<file path="src/rtl/damage_arbiter.sv">
// -----------------------------------------------------------------------------
// damage_arbiter
//
// Shares one damage calculator between N_REQ bullet lanes. Requesting lanes are
// granted round-robin. The granted lane's bullet index, colour and the
// player-move flag are latched and handed to the calculator with a start/done
// handshake. The returned damage is subtracted from the player HP, saturating
// at zero. Reaching zero HP parks the block in DEAD until hp_reload.
//
// Optional feature (compile-time macro DAMAGE_ARBITER_IFRAME_EN):
//   A nonzero-damage hit starts an invincibility window of IFRAME_CYCLES.
//   Requests arriving inside the window are acked at once with zero damage,
//   and the calculator is not started for them.
//
// Ports:
//   clk, rst_n     clock and asynchronous active-low reset
//   req            per-lane hit request, held until that lane's ack
//   req_index      per-lane bullet index, lane i at [i*IDX_W +: IDX_W]
//   req_color      per-lane bullet colour, lane i at [i*3 +: 3]
//   player_move    player-moving flag, captured at grant
//   hp_reload      synchronous pulse that restores HP_INIT
//   ack            one-cycle acknowledge to the served lane
//   calc_start     one-cycle start pulse to the calculator
//   calc_index     latched index of the granted lane
//   calc_color     latched colour of the granted lane
//   calc_collide   high while a transaction is live (START..APPLY)
//   calc_move      latched player_move
//   calc_damage    calculator result, valid with calc_done
//   calc_done      calculator completion flag
//   hp             current player HP
//   dead           HP has reached zero
//   busy           FSM is not idle
//   timeout_err    sticky calculator-hang flag
// -----------------------------------------------------------------------------
module damage_arbiter #(
    parameter int unsigned N_REQ         = 4,
    parameter int unsigned IDX_W         = 3,
    parameter int unsigned DMG_W         = 8,
    parameter int unsigned HP_INIT       = 92,
    parameter int unsigned TIMEOUT       = 255,
    parameter int unsigned IFRAME_CYCLES = 60
) (
    input  logic                   clk,
    input  logic                   rst_n,
    input  logic [N_REQ-1:0]       req,
    input  logic [N_REQ*IDX_W-1:0] req_index,
    input  logic [N_REQ*3-1:0]     req_color,
    input  logic                   player_move,
    input  logic                   hp_reload,
    output logic [N_REQ-1:0]       ack,
    output logic                   calc_start,
    output logic [IDX_W-1:0]       calc_index,
    output logic [2:0]             calc_color,
    output logic                   calc_collide,
    output logic                   calc_move,
    input  logic [DMG_W-1:0]       calc_damage,
    input  logic                   calc_done,
    output logic [DMG_W-1:0]       hp,
    output logic                   dead,
    output logic                   busy,
    output logic                   timeout_err
);

    localparam int unsigned PTR_W = (N_REQ > 1) ? $clog2(N_REQ) : 1;
    localparam int unsigned WD_W  = $clog2(TIMEOUT + 1);
    localparam logic [DMG_W-1:0] HP_INIT_V = DMG_W'(HP_INIT);

    typedef enum logic [2:0] {
        S_IDLE,
        S_START,
        S_WAIT,
        S_APPLY,
        S_DEAD
    } state_e;

    state_e             state_q, state_d;
    logic [PTR_W-1:0]   ptr_q, ptr_d;       // last lane served
    logic [PTR_W-1:0]   grant_q, grant_d;   // lane owning the live transaction
    logic [IDX_W-1:0]   idx_q, idx_d;
    logic [2:0]         col_q, col_d;
    logic               move_q, move_d;
    logic [DMG_W-1:0]   dmg_q, dmg_d;
    logic [WD_W-1:0]    wdog_q, wdog_d;
    logic [DMG_W-1:0]   hp_q, hp_d;
    logic               terr_q, terr_d;

    // Round-robin pick: first requesting lane strictly after the last one served.
    logic               found;
    logic [PTR_W-1:0]   pick;
    logic [PTR_W-1:0]   cand;

    always_comb begin
        // NOTE: every variable written here gets a default first, so no path can
        // leave one unassigned and infer a latch.
        found = 1'b0;
        pick  = ptr_q;
        cand  = ptr_q;
        for (int k = 1; k <= int'(N_REQ); k++) begin
            cand = PTR_W'((int'(ptr_q) + k) % N_REQ);
            if (!found && req[cand]) begin
                found = 1'b1;
                pick  = cand;
            end
        end
    end

    // Saturating subtraction: HP never wraps below zero.
    logic [DMG_W-1:0] hp_sat;
    assign hp_sat = (hp_q > dmg_q) ? (hp_q - dmg_q) : '0;

`ifdef DAMAGE_ARBITER_IFRAME_EN
    localparam int unsigned IF_W = $clog2(IFRAME_CYCLES + 1);
    logic [IF_W-1:0] iframe_q, iframe_d;
    logic            iframe_active;
    assign iframe_active = (iframe_q != '0);
`endif

    always_comb begin
        state_d = state_q;
        ptr_d   = ptr_q;
        grant_d = grant_q;
        idx_d   = idx_q;
        col_d   = col_q;
        move_d  = move_q;
        dmg_d   = dmg_q;
        wdog_d  = wdog_q;
        hp_d    = hp_q;
        terr_d  = terr_q;
`ifdef DAMAGE_ARBITER_IFRAME_EN
        iframe_d = iframe_active ? (iframe_q - IF_W'(1)) : '0;
`endif

        unique case (state_q)
            S_IDLE: begin
                if (found) begin
                    grant_d = pick;
                    idx_d   = req_index[int'(pick)*IDX_W +: IDX_W];
                    col_d   = req_color[int'(pick)*3 +: 3];
                    move_d  = player_move;
`ifdef DAMAGE_ARBITER_IFRAME_EN
                    if (iframe_active) begin
                        // Invincible: skip the calculator, ack with no damage.
                        dmg_d   = '0;
                        state_d = S_APPLY;
                    end else begin
                        state_d = S_START;
                    end
`else
                    state_d = S_START;
`endif
                end
            end

            S_START: begin
                wdog_d  = '0;
                state_d = S_WAIT;
            end

            S_WAIT: begin
                if (calc_done) begin
                    dmg_d   = calc_damage;
                    state_d = S_APPLY;
                end else if (wdog_q == WD_W'(TIMEOUT - 1)) begin
                    // This is the TIMEOUT-th WAIT cycle without done: give up.
                    terr_d  = 1'b1;
                    dmg_d   = '0;
                    state_d = S_APPLY;
                end else begin
                    wdog_d = wdog_q + WD_W'(1);
                end
            end

            S_APPLY: begin
                ptr_d   = grant_q;
                hp_d    = hp_sat;
                state_d = (hp_sat == '0) ? S_DEAD : S_IDLE;
`ifdef DAMAGE_ARBITER_IFRAME_EN
                if (dmg_q != '0) begin
                    iframe_d = IF_W'(IFRAME_CYCLES);
                end
`endif
            end

            S_DEAD: begin
                // Hold: requests are neither granted nor acked.
            end

            default: state_d = S_IDLE;
        endcase

        // Reload overrides any damage applied this cycle; an in-flight
        // transaction elsewhere simply carries on.
        if (hp_reload) begin
            hp_d = HP_INIT_V;
`ifdef DAMAGE_ARBITER_IFRAME_EN
            iframe_d = '0;
`endif
            if (state_q == S_DEAD || state_q == S_APPLY) begin
                state_d = S_IDLE;
            end
        end
    end

    // NOTE: state registers use non-blocking assignments so every flop samples
    // the pre-edge value of its neighbours, regardless of statement order.
    always_ff @(posedge clk or negedge rst_n) begin
        if (!rst_n) begin
            state_q <= S_IDLE;
            ptr_q   <= PTR_W'(N_REQ - 1);
            grant_q <= '0;
            idx_q   <= '0;
            col_q   <= '0;
            move_q  <= 1'b0;
            dmg_q   <= '0;
            wdog_q  <= '0;
            hp_q    <= HP_INIT_V;
            terr_q  <= 1'b0;
        end else begin
            state_q <= state_d;
            ptr_q   <= ptr_d;
            grant_q <= grant_d;
            idx_q   <= idx_d;
            col_q   <= col_d;
            move_q  <= move_d;
            dmg_q   <= dmg_d;
            wdog_q  <= wdog_d;
            hp_q    <= hp_d;
            terr_q  <= terr_d;
        end
    end

`ifdef DAMAGE_ARBITER_IFRAME_EN
    always_ff @(posedge clk or negedge rst_n) begin
        if (!rst_n) begin
            iframe_q <= '0;
        end else begin
            iframe_q <= iframe_d;
        end
    end
`endif

    // Moore outputs decoded from the state register.
    assign ack          = (state_q == S_APPLY) ? (N_REQ'(1) << grant_q) : '0;
    assign calc_start   = (state_q == S_START);
    assign calc_collide = (state_q == S_START) || (state_q == S_WAIT) || (state_q == S_APPLY);
    assign calc_index   = idx_q;
    assign calc_color   = col_q;
    assign calc_move    = move_q;
    assign hp           = hp_q;
    assign dead         = (state_q == S_DEAD);
    assign busy         = (state_q != S_IDLE);
    assign timeout_err  = terr_q;

endmodule
</file>
<file path="config.mk">
export PLATFORM = sky130hd
export DESIGN_NAME = damage_arbiter
export DESIGN_NICKNAME = d
export VERILOG_FILES = /design/src/rtl/damage_arbiter.sv
export SDC_FILE = /design/constraint.sdc
export NUM_CORES = 1
export LEC_CHECK = 0
export ABC_CLOCK_PERIOD_IN_PS = 2100
export BUFFER_PORTS_ARGS = -buffer_cell sky130_fd_sc_hd__buf_4
export CAP_MARGIN = 30
export CORE_ASPECT_RATIO = 2
export CORE_UTILIZATION = 35
export DETAILED_ROUTE_END_ITERATION = 8
export GPL_TIMING_DRIVEN = 0
export PLACE_DENSITY = 0.64
export SYNTH_ARGS = -nofsm -noshare
export SYNTH_HDL_FRONTEND = slang
export SYNTH_SLANG_ARGS = --single-unit
</file>
<file path="constraint.sdc">
create_clock -name clk -period 2.1 [get_ports clk]
set_clock_uncertainty 0.2 [all_clocks]
set_input_delay 0.42 -clock clk [delete_from_list [all_inputs] [get_ports clk]]
set_output_delay 0.42 -clock clk [all_outputs]
set_load 0.01 [all_outputs]
</file>
* Yosys cells after proc, flatten, opt, wreduce, memory -nomap -nowiden
Cells that the tools add are included.
Word-level totals: register bits after elaboration 39, output and inout port bits 24, bits of input ports 41, word-level logic and storage cells 85
Operators by class: $lt $le $gt $ge 5, muxes and demuxes 32, shift operators 3, eq/ne operators 7, reductions and logical operators 19, $add $sub $neg 6, $mul 2, bitwise logic cells 1
Operators by type and width (count):
- $mux W8 | 7
- $shiftx A12 B5 Y3 | 2
- $mux W3 | 6
- $pmux W8 S2 | 1
- $pmux W3 S5 | 1
- $lt A2 B3 Y1 const B | 4
- $add A8 B1 Y8 const B | 1
- $bmux W1 S2 | 4
- $eq A8 B8 Y1 const B | 1
- $gt A8 B8 Y1 | 1
- $logic_not A8 Y1 | 1
- $mul A2 B2 Y4 const B | 2
- $mux W1 | 8
- $mux W2 | 4
- $sub A8 B8 Y8 | 1
- $eq A3 B2 Y1 const B | 2
- $reduce_and A3 Y1 | 2
- $reduce_bool A2 Y1 | 3
- $add A2 B1 Y2 const B | 2
- $add A2 B2 Y2 const B | 2
- $mux W4 | 1
- $ne A2 B2 Y1 const B | 2
- $reduce_and A2 Y1 | 2
- $shl A1 B2 Y4 const A | 1
- other kinds (8) | 14

* Logic depth before layout (Yosys ltp)
depth in word-level cells 17, mapped depth 10, mapped depth without buffers 10

* Worst setup path before layout
OpenSTA, ideal clock, no wires.
path kind register -> register, start register hp_q[0], in the netlist hp[0], end register hp_q[3], in the netlist hp[3], setup time 0.084 ns, clock period less this slack 2.327 ns, data arrival time 2.043 ns, buffers on the path 0, path slack -0.227 ns, data required time 1.816 ns, stages on the path, launching flop included 10, cell sequence dfrtp_1 inv_1 ha_1 inv_1 fa_1 a21o_1 a21oi_2 o211a_1 nor3_1 a221o_1
On the way: longest elaborated chain between the ends 4, elaborated cells on any way between the ends 5, those cells by class add/sub (1); order compare (1); mux (3)
RTL lines:
- start, declared | RTL line 84 | logic [DMG_W-1:0] hp_q, hp_d;
- start signal, assigned | RTL line 227 | hp_q <= hp_d;
- $sub A8 B8 Y8 / $gt A8 B8 Y1 (equally long branches) | RTL line 109 | assign hp_sat = (hp_q > dmg_q) ? (hp_q - dmg_q) : '0;
- $mux W8 (*) | RTL line 109
- $mux W8 (*) | RTL line 133 | unique case (state_q)
- $mux W8 (*) | RTL line 193 | if (hp_reload) begin
Every way passes the cells marked *; elsewhere a longest branch is shown, timed or not. The select of a mux whose other input is x is not followed. A chain may end at the register's enable or synchronous reset.

* Worst setup path after layout
start register hp_q[0], in the netlist hp[0], end register state_q[2]
On the way: longest elaborated chain between the ends 7, elaborated cells on any way between the ends 8, those cells by class add/sub (1); order compare (1); mux (5); reduce/logical (1)
RTL lines:
- $sub A8 B8 Y8 / $gt A8 B8 Y1 (equally long branches) | RTL line 109
- $mux W8 (*) | RTL line 109
- $logic_not A8 Y1 (*) | RTL line 176 | state_d = (hp_sat == '0) ? S_DEAD : S_IDLE;
- $mux W3 (*) | RTL line 176
- $pmux W3 S5 (*) | RTL line 133
- $mux W3 | RTL line 198 | if (state_q == S_DEAD || state_q == S_APPLY) begin
- $mux W3 (*) | RTL line 193
- via state_d[2] | RTL line 76 | state_e state_q, state_d;
- end signal, assigned | RTL line 219 | state_q <= state_d;
- end, declared | RTL line 76
The timed path passes the listed nets; every way through them passes the cells marked *.

==> reports/results.ini <==
[power]
peakVddDrop_mv=0.866
power_density_mw_per_mm2=1610
p_leak_nw=1.62

[sta]
setup_tns_ns=-1.44
hold_ws_ns=0.147
fin_crit_sh=1.10
rsz0062_at_grt=yes
max_freq_mhz=432
max_slew.worst_pin.slew_ns=0.603
relSlewSlack=0.595
hold_viol=0
fin_crit_ns=2.32
layout_setup_ws_ns=-0.217
setup-violations-final=10
finalMaxSlewViolations=0

[synth]
async_flop_share=1.00
synth_compound_area_frac=0.214
synth-simple-area-share=0.167
syn_nets=305
yosys.area_share.xor_xnor=0.0292
ys_seq_area_frac=0.410
ys_warn_count=0
synth_top_cell_area_share=0.344
syn_inst=253
ys_top_cells_by_area=dfrtp_1, dfstp_2, mux2i_1
synth_ff_type=dfrtp_1
synth_edf_count=0
synth.largest_area_cell=dfrtp_1
netlist_top_cells_count=dfrtp_1, nand2_1, nor2_1, inv_1, mux2i_1
synth-adder-area-share=0.0604
syn_area_per_cell_sq_um=9.49
synth.most_common_cell=dfrtp_1
synth_area_sq_mm=0.00240
synthMuxAreaShare=0.0636
ys_ff_latch=39
synthDistinctLibCells=60
synth_top_family_by_area=compound AO/OA/AOI/OAI gates

[clock_tree]
cts_tree=built
clk_latency_ns=0.29
cts_root_buffer=clkbuf_16
cts.sinks=39
ctsLongestPathBuffers=2
clk_pin_slew_ns=0.06
cts_max_level=2
cts_buffers=5

[finish]
layout.nets=389
syn2layout_area_growth_pct=42.5
postLayoutCoreUtil=0.517
multi_input_area_sq_mm=0.00144
fill_cells=647
drive_above_1_share=0.393
ff_latch_area_sq_um=985
n_antenna_cell=0

[setup_path]
worstPathMaxFanout=3
cp_data_required_time_ns=2.12
cp-end-kind=flip-flop
crit_arrival_ns=2.34
cp-start-kind=flip-flop
path_class=reg -> reg
ff2ff_path_depth=10

[placement]
place_congestion=0.883
numPortBuffers=64
dp_hpwl_um=5040

[die]
die_x_um=60.6
io_pins=65
core_sq_mm=0.00662
fp.dieArea_sq_mm=0.00722
start_util=0.363
die_h_um=119
fp-row-count=42

[worst_hold_path]
whs_path_depth=2
hold_path.class=in -> reg

[drt]
wl_per_cell_um=16.1
detailedRoute.firstPassIterationCount=4
drt-initial-drc-count=71
vias=2291
ant_nets=0
wl_um=6870
via_per_inst=5.38
drc=0

[grt]
antenna_found_initial=0
grt_pass1_wl_um=11000
grt_pass1_vias=2434
grt_max_degree=40
grt_overflow=0
grt_usage=0.205

[run]
drv_cap=0

[outcome]
violations=negative setup slack
status=finished, violations left

per-stage QoR:
stage | power, mW | instance area, sq um | worst slack, ns | cells
floorplan | 3.25 | 2410 | -0.121 | 253
global placement | 4.07 | 3000 | -0.273 | 405
detailed placement | 4.13 | 3010 | -0.291 | 406
CTS | 5.33 | 3330 | -0.232 | 423
global route | 5.89 | 3420 | -0.320 | 426
finish | 5.52 | 3420 | -0.217 | 426
per-layer routing:
metal  GRT usage  vias up  share of wire
met5           0        -              0
met4       0.114        0          0.035
met3      0.0315       15          0.031
met2       0.374       52           0.58
met1       0.206     1128           0.36
li1            -     1096              -
power by group:
| part | internal [mW] | switching (mW) | total (mW) |
|---|---|---|---|
| clock | 0.439 | 0.307 | 0.746 |
| combinational | 1.63 | 1.83 | 3.45 |
| sequential | 1.07 | 0.244 | 1.31 |
| total | 3.14 | 2.38 | 5.52 |
worst paths after layout:
path / startpoint / to / slack, ns
setup / recovery: hp[0] / state_q[2] / -0.22
hold / removal: calc_damage[4] / dmg_q[4] / 0.15
setup reg to reg: hp[0] / state_q[2] / -0.22
hold reg to reg: timeout_err / timeout_err / 0.28
max in group asynchronous: rst_n / state_q[1] / 0.86
min in group asynchronous: rst_n / dmg_q[6] / 0.45
repair_timing:
action,4_1_cts,5_1_grt
hold buffers,1,0
pin swaps,14,7
buffers inserted,10,3
endpoints found under the setup margin,30,30
endpoints found under the hold margin,33,0
gates resized for setup,27,17
kinds of logic after synthesis:
kind of cell,count (synthesis)
and+or+nand+nor,83
muxes,15
xor gates and xnor gates,8
AOI/OAI and AO/OA,66
buffers and inverters,31
DFF,39
adders and majority gates,11
placed cells by master, fill, tap and decap left out, types with 3 or more instances in the layout:
cell type and count:
a21oi_2 3, xor2_1 4, dfrtp_1 32, nand2_1 24, a22o_1 9, buf_4 77, inv_2 4, nand4_1 5
o31a_1 3, o221ai_1 6, xnor2_1 4, nor2_1 20, inv_1 15, buf_2 4, nor3_1 7, ha_1 7
a21oi_1 7, a221o_1 3, mux2i_1 12, nand3_1 3, clkbuf_1 3, clkbuf_16 5, o21ai_0 5, a22oi_1 3
and3_1 3, dfstp_2 6, buf_6 3
area by class of cell:
class                           count  area share
Multi-Input combinational cell    183       0.420
Clock inverter                      1     0.00146
Clock buffer                        7      0.0388
Inverter                           19      0.0208
Timing Repair Buffer               79       0.176
Tap cell                           88      0.0322
Sequential cell                    39       0.288
Buffer                             10      0.0230
flip-flops by register name, summed over array words and instances, names as in the netlist:
signal       count
calc_move        1
timeout_err      1
state_q          3
calc_index       3
calc_color       3
ptr_q            2
hp               8
dmg_q            8
grant_q          2
wdog_q           8
worst max-delay path, stage by stage, from the launching register on:
cell and delay [ns]:
dfrtp_1 0.39, inv_2 0.07, ha_4 0.13, inv_2 0.03
fa_2 0.34, a21o_1 0.18, a21oi_2 0.19, o21bai_1 0.10
a21oi_1 0.15, xor2_1 0.25, a41o_1 0.20
Power figures use the tool's default switching activity.
